$ cat src/rtl/axis_sample_packetizer.sv
// Framing stage ahead of the CHDR packer: cuts a raw item stream into fixed-length packets
// and attaches first-beat sideband (length, timestamp, end-of-burst) held for the whole packet.
module axis_sample_packetizer #(
  parameter int ITEM_W  = 32,
  parameter int SPP_MAX = 256,
  parameter int LEN_W   = 16
) (
  input  logic              clk_i,
  input  logic              rst_i,
  input  logic              en_i,
  input  logic [15:0]       spp_i,
  input  logic [63:0]       time_i,
  input  logic              has_time_i,
  input  logic              eob_req_i,
  input  logic [ITEM_W-1:0] s_axis_tdata,
  input  logic              s_axis_tvalid,
  output logic              s_axis_tready,
  output logic [ITEM_W-1:0] m_axis_tdata,
  output logic              m_axis_tkeep,
  output logic              m_axis_tlast,
  output logic              m_axis_tvalid,
  input  logic              m_axis_tready,
  output logic [63:0]       m_axis_ttimestamp,
  output logic              m_axis_thas_time,
  output logic [LEN_W-1:0]  m_axis_tlength,
  output logic              m_axis_teov,
  output logic              m_axis_teob,
  output logic              busy_o,
  output logic [31:0]       pkt_cnt_o
);

  localparam int          SPP_W      = $clog2(SPP_MAX) + 1;
  localparam logic [31:0] ITEM_BYTES = 32'(ITEM_W / 8);

  typedef enum logic [0:0] {IDLE, RUN} state_t;

  state_t            state_q, state_d;
  logic              enPrev_q, enPrev_d;
  logic [SPP_W-1:0]  sppR_q, sppR_d;
  logic [63:0]       tsR_q, tsR_d;
  logic              hasTimeR_q, hasTimeR_d;
  logic [SPP_W-1:0]  itemCnt_q, itemCnt_d;
  logic              eobPend_q, eobPend_d;
  logic [ITEM_W-1:0] mData_q, mData_d;
  logic              mValid_q, mValid_d;
  logic              mLast_q, mLast_d;
  logic [63:0]       mTs_q, mTs_d;
  logic              mHasTime_q, mHasTime_d;
  logic [LEN_W-1:0]  mLen_q, mLen_d;
  logic              mEob_q, mEob_d;
  logic [31:0]       pktCnt_q, pktCnt_d;

  logic sReady, accept, outFire, eobNow, lastItem;

  // Once the final packet's tlast sits in the output register, no further items may enter.
  assign sReady   = (state_q == RUN) && (!mValid_q || m_axis_tready) &&
                    !(mValid_q && mLast_q && mEob_q);
  assign accept   = s_axis_tvalid && sReady;
  assign outFire  = mValid_q && m_axis_tready;
  assign eobNow   = eob_req_i || (enPrev_q && !en_i);
  assign lastItem = (itemCnt_q == (sppR_q - SPP_W'(1)));

  always_comb begin
    state_d    = state_q;
    enPrev_d   = en_i;
    sppR_d     = sppR_q;
    tsR_d      = tsR_q;
    hasTimeR_d = hasTimeR_q;
    itemCnt_d  = itemCnt_q;
    eobPend_d  = eobPend_q;
    mData_d    = mData_q;
    mValid_d   = mValid_q;
    mLast_d    = mLast_q;
    mTs_d      = mTs_q;
    mHasTime_d = mHasTime_q;
    mLen_d     = mLen_q;
    mEob_d     = mEob_q;
    pktCnt_d   = pktCnt_q;

    if (outFire) begin
      mValid_d = 1'b0;
      if (mLast_q) pktCnt_d = pktCnt_q + 32'd1;
    end

    case (state_q)
      IDLE: begin
        if (en_i && !enPrev_q) begin
          state_d = RUN;
          if (spp_i == 16'd0 || 32'(spp_i) > 32'(SPP_MAX)) sppR_d = SPP_W'(SPP_MAX);
          else                                              sppR_d = SPP_W'(spp_i);
          tsR_d      = time_i;
          hasTimeR_d = has_time_i;
          itemCnt_d  = '0;
          eobPend_d  = 1'b0;
        end
      end
      RUN: begin
        if (eobNow) eobPend_d = 1'b1;
        if (accept) begin
          mData_d   = s_axis_tdata;
          mValid_d  = 1'b1;
          mLast_d   = lastItem;
          tsR_d     = tsR_q + 64'd1;
          itemCnt_d = lastItem ? '0 : itemCnt_q + SPP_W'(1);
          // Packet sideband is frozen at the first item and held for every beat.
          if (itemCnt_q == '0) begin
            mTs_d      = tsR_q;
            mHasTime_d = hasTimeR_q;
            mLen_d     = LEN_W'(32'(sppR_q) * ITEM_BYTES);
            mEob_d     = eobPend_q || eob_req_i || !en_i;
          end
        end
        if (outFire && mLast_q && mEob_q) state_d = IDLE;
      end
      default: state_d = IDLE;
    endcase
  end

  always_ff @(posedge clk_i or posedge rst_i) begin
    if (rst_i) begin
      state_q    <= IDLE;
      enPrev_q   <= 1'b0;
      sppR_q     <= '0;
      tsR_q      <= '0;
      hasTimeR_q <= 1'b0;
      itemCnt_q  <= '0;
      eobPend_q  <= 1'b0;
      mData_q    <= '0;
      mValid_q   <= 1'b0;
      mLast_q    <= 1'b0;
      mTs_q      <= '0;
      mHasTime_q <= 1'b0;
      mLen_q     <= '0;
      mEob_q     <= 1'b0;
      pktCnt_q   <= '0;
    end else begin
      state_q    <= state_d;
      enPrev_q   <= enPrev_d;
      sppR_q     <= sppR_d;
      tsR_q      <= tsR_d;
      hasTimeR_q <= hasTimeR_d;
      itemCnt_q  <= itemCnt_d;
      eobPend_q  <= eobPend_d;
      mData_q    <= mData_d;
      mValid_q   <= mValid_d;
      mLast_q    <= mLast_d;
      mTs_q      <= mTs_d;
      mHasTime_q <= mHasTime_d;
      mLen_q     <= mLen_d;
      mEob_q     <= mEob_d;
      pktCnt_q   <= pktCnt_d;
    end
  end

  assign s_axis_tready     = sReady;
  assign m_axis_tdata      = mData_q;
  assign m_axis_tkeep      = 1'b1;
  assign m_axis_tlast      = mLast_q;
  assign m_axis_tvalid     = mValid_q;
  assign m_axis_ttimestamp = mTs_q;
  assign m_axis_thas_time  = mHasTime_q;
  assign m_axis_tlength    = mLen_q;
  assign m_axis_teob       = mEob_q;
  assign m_axis_teov       = mEob_q;
  assign busy_o            = (state_q != IDLE);
  assign pkt_cnt_o         = pktCnt_q;

endmodule
$ cat config.mk
export PLATFORM = sky130hd
export DESIGN_NAME = axis_sample_packetizer
export DESIGN_NICKNAME = d
export VERILOG_FILES = /design/src/rtl/axis_sample_packetizer.sv
export SDC_FILE = /design/constraint.sdc
export NUM_CORES = 1
export LEC_CHECK = 0
export CORE_MARGIN = 10
export CORE_UTILIZATION = 50
export DETAILED_ROUTE_END_ITERATION = 7
export HOLD_SLACK_MARGIN = 0.12
export PLACE_DENSITY = 0.81
export SYNTH_ARGS = -nofsm -noshare
export SYNTH_HDL_FRONTEND = slang
export SYNTH_SLANG_ARGS = --single-unit
export TNS_END_PERCENT = 5
$ cat constraint.sdc
create_clock -name clk_i -period 10.52 [get_ports clk_i]
set_input_delay 2.104 -clock clk_i [delete_from_list [all_inputs] [get_ports clk_i]]
set_output_delay 2.104 -clock clk_i [all_outputs]
set_load 0.02 [all_outputs]
== Word-level counts from Yosys, hierarchy flattened ==
Index checks and enable logic that the tools add are counted.

* Input bits: 119
* Flip-flop bits (word level): 227
* Logic and storage cells: 69
* Output and inout port bits: 152

* Bitwise gates (word level): 1
* Equal/unequal tests: 4
* Order comparisons: 1
* Add/subtract/negate cells: 4
* Reduce and logical (&&, ||, !) cells: 27
* Mux-type cells: 17

{| class="wikitable"
|+ Operators with widths
! kind !! count
|-
| 2-to-1 mux 64 bit || 2
|-
| one-hot mux 64 bit (2 select lines) || 1
|-
| adder 64 x 1 -> 64 bit, second input constant || 1
|-
| 2-to-1 mux 9 bit || 4
|-
| adder 32 x 1 -> 32 bit, second input constant || 1
|-
| one-hot mux 9 bit (2 select lines) || 1
|-
| > comparator 16 x 9 -> 1 bit, second input constant || 1
|-
| logical NOT 16 bit || 1
|-
| logical AND 1 bit || 10
|-
| AND reduction 2 bit || 5
|-
| adder 9 x 1 -> 9 bit, second input constant || 1
|-
| equality test 9 bit || 1
|-
| logical NOT 9 bit || 1
|-
| subtractor 9 x 1 -> 9 bit, second input constant || 1
|-
| 2-to-1 mux 1 bit || 7
|-
| logical OR 1 bit || 5
|-
| logical NOT 1 bit || 4
|-
| inequality test 2 x 1 -> 1 bit, second input constant || 2
|-
| one-hot mux 1 bit (2 select lines) || 2
|-
| AND reduction 3 bit || 1
|-
| inequality test 2 bit, second input constant || 1
|-
| inverter 1 bit || 1
|}

== Longest topological paths before layout ==
Gate-level depths: netlist (run 1).

* Depth after elaboration: 7
* Depth in mapped cells: 9
* Depth with buffers taken out: 8

== Worst setup path before layout (run 1) ==
Ideal clock, no wire load.

* Kind: input port to output port
* From: input m_axis_tready
* To: output s_axis_tready
* Setup slack: 5,850 ps
* Data arrival time: 2,566 ps
* Stages on the path: 2
* Path buffers: 0
* Cell sequence: a21boi_0 -> o21a_1

* Word-level cells in the longest chain between the ends: 3

{| class="wikitable"
|+ Ends and longest elaborated chain
! what !! line !! source
|-
| from (decl) || 22 || <nowiki>input logic m_axis_tready,</nowiki>
|-
| logical OR 1 bit || 56 || <nowiki>assign sReady = (state_q == RUN) && (!mValid_q || m_axis_tready) &&</nowiki>
|-
| logical AND 1 bit (2 in a row) || 56 ||
|-
| to (decl) || 17 || <nowiki>output logic s_axis_tready,</nowiki>
|}

No other way between the ends.

== Worst setup path in the final report (run 1) ==
Same ends and word-level chain as after synthesis.

==> impl_results.md, run 1 <==
- Status: complete, no violations
- Hold buffers post-CTS: 0
- Die area: 28,770 µm²
- Adder-Cell Fraction of Synth Area: 0.5590%
- Die outline height: 169.6 µm
- Multiplexer share of the synthesized area: 7.994%
- Seq/Total Area, Yosys: 50.76%
- CTS tree: yes
- Clk pwr share: 22.9%
- Pre-antenna DRT Iters: 5
- Total power: 3.538 mW
- Worst slew margin: 28.09%
- Synth async-reset ratio: 100.0%
- First-pass GRT wire length: 52,070 µm
- Detailed router's first-iteration violation count: 954
- Cell Pwr Density: 242.1 nW/µm²
- Worst Path Max Fanout: 3
- DR WL/cell: 20.03 µm
- Port bufs: 262
- Commonest non-fill, non-tap cell in the layout: clkdlybuf4s50_1
- Number of synthesized register bits: 227
- Synth Area in Simple Gates: 20.20%
- Fmax: 173.7 MHz
- Worst Reg-to-Reg Cells: 6
- Peak supply drop: 0.1569 mV
- CTS sink cnt: 227
- Initial Util: 51.12%
- CP Capture Type: output port
- Chip width: 169.6 µm
- Via count: 9,637
- Fin Setup TNS: 0 ns
- CP endpoint: s_axis_tready
- Final WL: 33,070 µm
- Setup Crit Path Kind: primary input to output port
- Hold Slack: 0.4707 ns
- Clock-pin slew on the worst setup and hold paths: 0.06 ns
- CP Data Required Time: 8.42 ns
- HP Class: register to register
- Seq pwr share: 40.7%
- Distinct cells, synth: 74
- CP startpoint: m_axis_tready
- Area of the multi-input gates: 5055 µm²
- Vias per cell: 5.837
- Max Slew Vio Count: 0
- Post-synthesis xor/xnor area fraction: 3.444%
- Largest family of logic cells by synthesized area: simple AND/OR/NAND/NOR gates
- Commonest cells after routing, fill and taps aside: clkdlybuf4s50_1, dfrtp_1, nand2_1
- Num CTS Buffers: 25
- Final RePlAce weighted congestion: 0.8367
- Leak pwr: 6.118 nW
- Post-cts resize count: 0
- Reg2reg setup slack: 6.85 ns
- H-tree Lvls: 1
- Largest net degree at the start of global routing: 87
- CTS max path bufs: 3
- Drt drc: 0
- Rows: 54
- Core Footprint: 21,890 µm²
- Clock Latency Late Sink: 0.51 ns
- Reg2Reg Capture Point: tsR_q[47]
- Max_cap viols: 0
- Psw: 1.290 mW
- Logic pwr share: 36.5%
- Fin. Hold Viols: 0
- Compound-Gate Fraction of Synth Area: 12.59%
- Post-CTS setup buffers: 0
- Vias in the first global route: 9,314
- Internal power: 2.248 mW
- Share of cells above drive strength 1: 11.05%
- RSZ-0062 raised after global routing: false
- Worst slew pin tran: 1.079 ns
- Final setup violating endpoints: 0
- Post-DP HPWL: 23,290 µm
- Post-synthesis instance total: 1,128
- CP startpoint kind: primary input
- Post-synth EDFFs: 0
- Fin crit period: 5.759 ns
- Fill count: 1,722
- Nets: 1,473
- Final core utilization: 66.76%
- Total gr overflow: 0
- Most used DFF post-synth: dfrtp_1
- Switching Fraction: 36.47%
- Antenna-violating nets left: 0
- Crit share post-route: 54.74%
- Number of top-level pins: 271
- Reg-to-reg startpoint: busy_o
- Clock skew: 0.01442 ns
- Total GRT Usage: 22.06%
- Post-Syn Area: 11,190 µm²
- Avg Cell Area, Syn: 9.921 µm²
- Crit path DAT: 3.65 ns
- Root buf cell: clkbuf_16
- Area grow syn2layout: 30.60%
- Initial antenna violation count: 5
- Register area: 5684 µm²
- Yosys Warn Count: 0
-- worst min-delay path by stage --
stage / start / end / slack (ns) / depth (start not counted)
after floorplan: hasTimeR_q / hasTimeR_q / 0.44 / 2
after global placement: m_axis_tdata[8] / m_axis_tdata[8] / 0.46 / 2
after detailed placement: m_axis_tdata[19] / m_axis_tdata[19] / 0.46 / 2
after CTS: m_axis_tdata[25] / m_axis_tdata[25] / 0.48 / 2
after global routing: m_axis_tdata[19] / m_axis_tdata[19] / 0.49 / 2
final: m_axis_tdata[11] / m_axis_tdata[11] / 0.47 / 2
-- synthesized netlist by cell type, drive strengths merged, types with 3 or more instances --
library cell  count  area (µm²)
nor3             18       100.1
a22o              6       52.55
nor2b             3       18.77
o221ai            7       61.31
mux2i             5       50.05
a311oi            3       26.28
nor4b             5       43.79
nand3            48       257.8
inv              20       75.07
nand2b            6       37.54
xor2             12       105.1
nand2           177       664.4
clkbuf           46       219.0
nand4            35       240.2
xnor2            32       280.3
or4               5       41.29
a21oi            76       380.4
nor4             19       170.2
nor2             72       272.8
and3             20       131.4
o21ai            40       203.9
o22a              7       61.31
a41oi             4       35.03
and4             10       88.84
buf              36       196.4
a211oi           10       75.07
and2              9       56.30
a2bb2oi           9       78.83
dfrtp           227        5680
or2               4       25.02
mux2             75       844.6
o31ai             3       22.52
ha                5       62.56
o22ai            23       143.9
a31oi             9       56.30
or3              12       75.07
o21a              3       22.52
-- metal layers --
| metal | part of all wire [%] | wire length, µm | track usage [%] |
|---|---|---|---|
| met5 | 0 | 0 | 0 |
| met4 | 1.9 | 620 | 5.291 |
| met3 | 7.7 | 2557 | 5.118 |
| met2 | 50 | 16480 | 36.95 |
| met1 | 41 | 13400 | 28.29 |
-- critical path, stage by stage --
cell and delay [ns]:
clkdlybuf4s50_1 0.51, a21boi_0 0.26, o21a_1 0.17, clkdlybuf4s50_1 0.61
-- through the flow --
step / setup WS [ns] / std cells / area, µm²
2_1_floorplan: 2.196 / 1134 / 11210
3_3_place_gp: 4.761 / 1602 / 13850
3_5_place_dp: 4.757 / 1602 / 13850
4_1_cts: 4.754 / 1647 / 14610
5_1_grt: 4.661 / 1649 / 14610
6_report: 4.761 / 1651 / 14620
-- state kept, by name (all words and copies together) (netlist names), 9 cells and up --
signal and flops:
m_axis_tlength 9, itemCnt_q 9, m_axis_tdata 32, m_axis_ttimestamp 64, tsR_q 64, sppR_q 9, pkt_cnt_o 32
-- power by group through the flow --
stage | Combinational [mW] | Clock [mW] | Sequential, mW
floorplan | 0.625 | 0 | 1.54
global placement | 1.26 | 0 | 1.43
detailed placement | 1.29 | 0 | 1.44
CTS | 1.30 | 0.819 | 1.43
global route | 1.39 | 0.860 | 1.48
finish | 1.29 | 0.809 | 1.44
-- logic make-up after synthesis --
kind of cell,count (synthesis)
XOR/XNOR,44
AO/OA/AOI/OAI,221
buffers and inverters,102
other,2
multiplexers,80
AND/OR/NAND/NOR,447
adder cells (fa/ha/maj),5
flip-flops,227
-- layout make-up --
class,count,area share (%)
clock inverters,6,0.2226
flip-flops and latches,227,38.89
well taps,280,2.397
clock buffers,39,4.914
inverters,20,0.5650
diodes,4,0.06849
multi-input cells,805,34.59
repair buffers,270,18.35
(Power assumes the default switching activity.)
==> run 2: changes to the inputs <==
==> constraint.sdc (replaced) <==
create_clock -name clk_i -period 5.6 [get_ports clk_i]
set_input_delay 1.12 -clock clk_i [delete_from_list [all_inputs] [get_ports clk_i]]
set_output_delay 1.12 -clock clk_i [all_outputs]
set_load 0.02 [all_outputs]
==> impl_results.md, run 2 (same netlist as run 1, synthesis figures left out) <==
- Initial Util: 51.12% (unchanged)
- CTS tree: yes (unchanged)
- Commonest non-fill, non-tap cell in the layout: clkdlybuf4s50_1 (unchanged)
- Post-route design area: 14,710 µm² (was 14,620 µm²)
- Critical path cell sequence: clkdlybuf4s50_1, a21boi_0, o21a_1, clkdlybuf4s50_1 (unchanged)
- Core Footprint: 21,890 µm² (unchanged)
- Post-CTS setup buffers: 0 (unchanged)
- Hold_sp: m_axis_tdata[4] (was m_axis_tdata[11])
- Die area: 28,770 µm² (unchanged)
- Slowest CP cell: clkdlybuf4s50_1 (unchanged)
- Peak supply drop: 0.3018 mV (was 0.1569 mV)
- Share of cells above drive strength 1: 11.53% (was 11.05%)
- Hold Slack: 0.4725 ns (was 0.4707 ns)
- Pre-CTS WS: 1.297 ns (was 4.757 ns)
- Fin Setup TNS: 0 ns (unchanged)
- Final RePlAce weighted congestion: 0.8129 (was 0.8367)
- Post-cts resize count: 0 (unchanged)
- Fin. Hold Viols: 0 (unchanged)
- Clock skew: 0.02592 ns (was 0.01442 ns)
- Finished Layout Cells: 1,652 (was 1,651)
- Fmax: 261.5 MHz
- Reg-to-reg startpoint: busy_o (unchanged)
- Fill count: 1,768 (was 1,722)
- CP Capture Type: output port (unchanged)
- Fin crit period: 3.824 ns
- WHS Path Cells: 2 (unchanged)
- HP Class: register to register (unchanged)
- Total gr overflow: 0 (unchanged)
- Largest net degree at the start of global routing: 92 (was 87)
- Antenna-violating nets left: 0 (unchanged)
- Detailed router's first-iteration violation count: 811 (was 954)
- Max incr delay on CP: 0.62 ns (was 0.61 ns)
- Post-DP HPWL: 24,140 µm (was 23,290 µm)
- Vias in the first global route: 9,577 (was 9,314)
- Port bufs: 262 (unchanged)
- Clock-pin slew on the worst setup and hold paths: 0.06 ns (about the same)
- Die outline height: 169.6 µm (unchanged)
- Register area: 5684 µm² (unchanged)
- Worst Reg-to-Reg Cells: 3 (was 6)
- Worst slew margin: 31.63% (was 28.09%)
- Via count: 9,629 (was 9,637)
- H-tree Lvls: 1 (unchanged)
- Max Slew Vio Count: 0 (unchanged)
- RSZ-0062 raised after global routing: false (unchanged)
- Setup WS post-layout: 1.776 ns (was 4.761 ns)
- Clock Latency Late Sink: 0.52 ns (was 0.51 ns)
- First-pass GRT wire length: 52,310 µm (was 52,070 µm)
- Area of the multi-input gates: 5055 µm² (unchanged)
- Final WL: 33,430 µm (was 33,070 µm)
- Buffers and inverters on the worst path: 2 (unchanged)
- Cell Pwr Density: 459.6 nW/µm² (was 242.1 nW/µm²)
- CP startpoint kind: primary input (unchanged)
- Rows: 54 (unchanged)
- Reg2Reg Capture Point: m_axis_ttimestamp[1] (was tsR_q[47])
- Leak pwr: 6.171 nW (was 6.118 nW)
- Drt drc: 0 (unchanged)
- Total GRT Usage: 22.21% (was 22.06%)
- CTS sink cnt: 227 (unchanged)
- CTS max path bufs: 3 (unchanged)
- Hold buffers post-CTS: 0 (unchanged)
- Hold path endpoint: m_axis_tdata[4] (was m_axis_tdata[11])
- Nets: 1,477 (was 1,473)
- Area grow syn2layout: 31.42% (was 30.60%)
- Worst slew pin tran: 1.026 ns (was 1.079 ns)
- Placed Cells incl. Taps: 1,606 (was 1,602)
- Setup Crit Path Kind: primary input to output port (unchanged)
- Crit path DAT: 2.70 ns (was 3.65 ns)
- Chip width: 169.6 µm (unchanged)
- Reg2reg setup slack: 2.42 ns (was 6.85 ns)
- Most used cell, CP: clkdlybuf4s50_1 (unchanged)
- Root buf cell: clkbuf_16 (unchanged)
- Vias per cell: 5.829 (was 5.837)
- DR WL/cell: 20.23 µm (was 20.03 µm)
- Commonest cells after routing, fill and taps aside: clkdlybuf4s50_1, dfrtp_1, nand2_1 (unchanged)
- Number of top-level pins: 271 (unchanged)
- Worst Path Max Fanout: 3 (unchanged)
- Placement Cell Area: 13,890 µm² (was 13,850 µm²)
- Status: complete, no violations (unchanged)
- Max_cap viols: 0 (unchanged)
- CP Data Required Time: 4.48 ns (was 8.42 ns)
- Critical path's top delay family: buffers and inverters (unchanged)
- Pre-antenna DRT Iters: 7 (was 5)
- Initial antenna violation count: 6 (was 5)
- Crit share post-route: 68.28%
- Final setup violating endpoints: 0 (unchanged)
- Num CTS Buffers: 25 (unchanged)
## run 2: cell count changes in the layout (fill, tap and decap cells not counted), sizes merged
cell / before / now
inv: 20 / 19
clkinv: 5 / 4
buf: 8 / 12
bufinv: 0 / 1
diode: 4 / 2
## run 2: per-stage QoR
stage,utilization [%],total power [mW]
final,67.18,6.759
after global routing,67.16,7.118
after CTS,67.16,6.796
after detailed placement,63.47,5.168
after global placement,63.47,5.076
after floorplan,-,4.071
## run 2: worst max-delay path by stage
| stage | to | startpoint | depth (start not counted) | slack, ns |
|---|---|---|---|---|
| floorplan | busy_o | rst_i | 1 | 1.51 |
| detailed placement | m_axis_ttimestamp[19] | m_axis_tready | 5 | 1.30 |
| global route | m_axis_ttimestamp[1] | m_axis_tready | 5 | 1.66 |
| CTS | s_axis_tready | m_axis_tready | 4 | 1.76 |
| global placement | m_axis_ttimestamp[12] | m_axis_tready | 5 | 1.43 |
| finish | s_axis_tready | m_axis_tready | 4 | 1.78 |
## run 2: layout make-up
class / count / share of cell area (%)
sequential: 227 / 38.65
multi-input combinational: 805 / 34.37
timing repair buffer: 274 / 18.53
clock buffer: 39 / 5.156
inverter: 20 / 0.5360
clock inverter: 5 / 0.3403
antenna: 2 / 0.03403
tap: 280 / 2.382
## run 2: routing by layer
metal / vias to the layer above / wire (µm) / track usage, %
met1: 4716 / 13270 / 27.18
met4: 4 / 971 / 7.017
met2: 375 / 16490 / 37.54
met3: 69 / 2676 / 5.697
met5: - / 26 / 0
li1: 4465 / - / -
## run 2: where the power goes
group | leakage, nW | internal [mW] | total [mW] | switching, mW
Clock | 0.402 | 0.968 | 1.62 | 0.647
Sequential | 2.72 | 2.16 | 2.71 | 0.551
Combinational | 3.04 | 1.18 | 2.43 | 1.24
## run 2: worst reg2reg max path, delay by kind of cell (launching register included)
family / cells / cell delay, ns
mux: 1 / 0.46
simple gates: 1 / 1.05
flops: 1 / 0.76
compound gates: 1 / 0.79
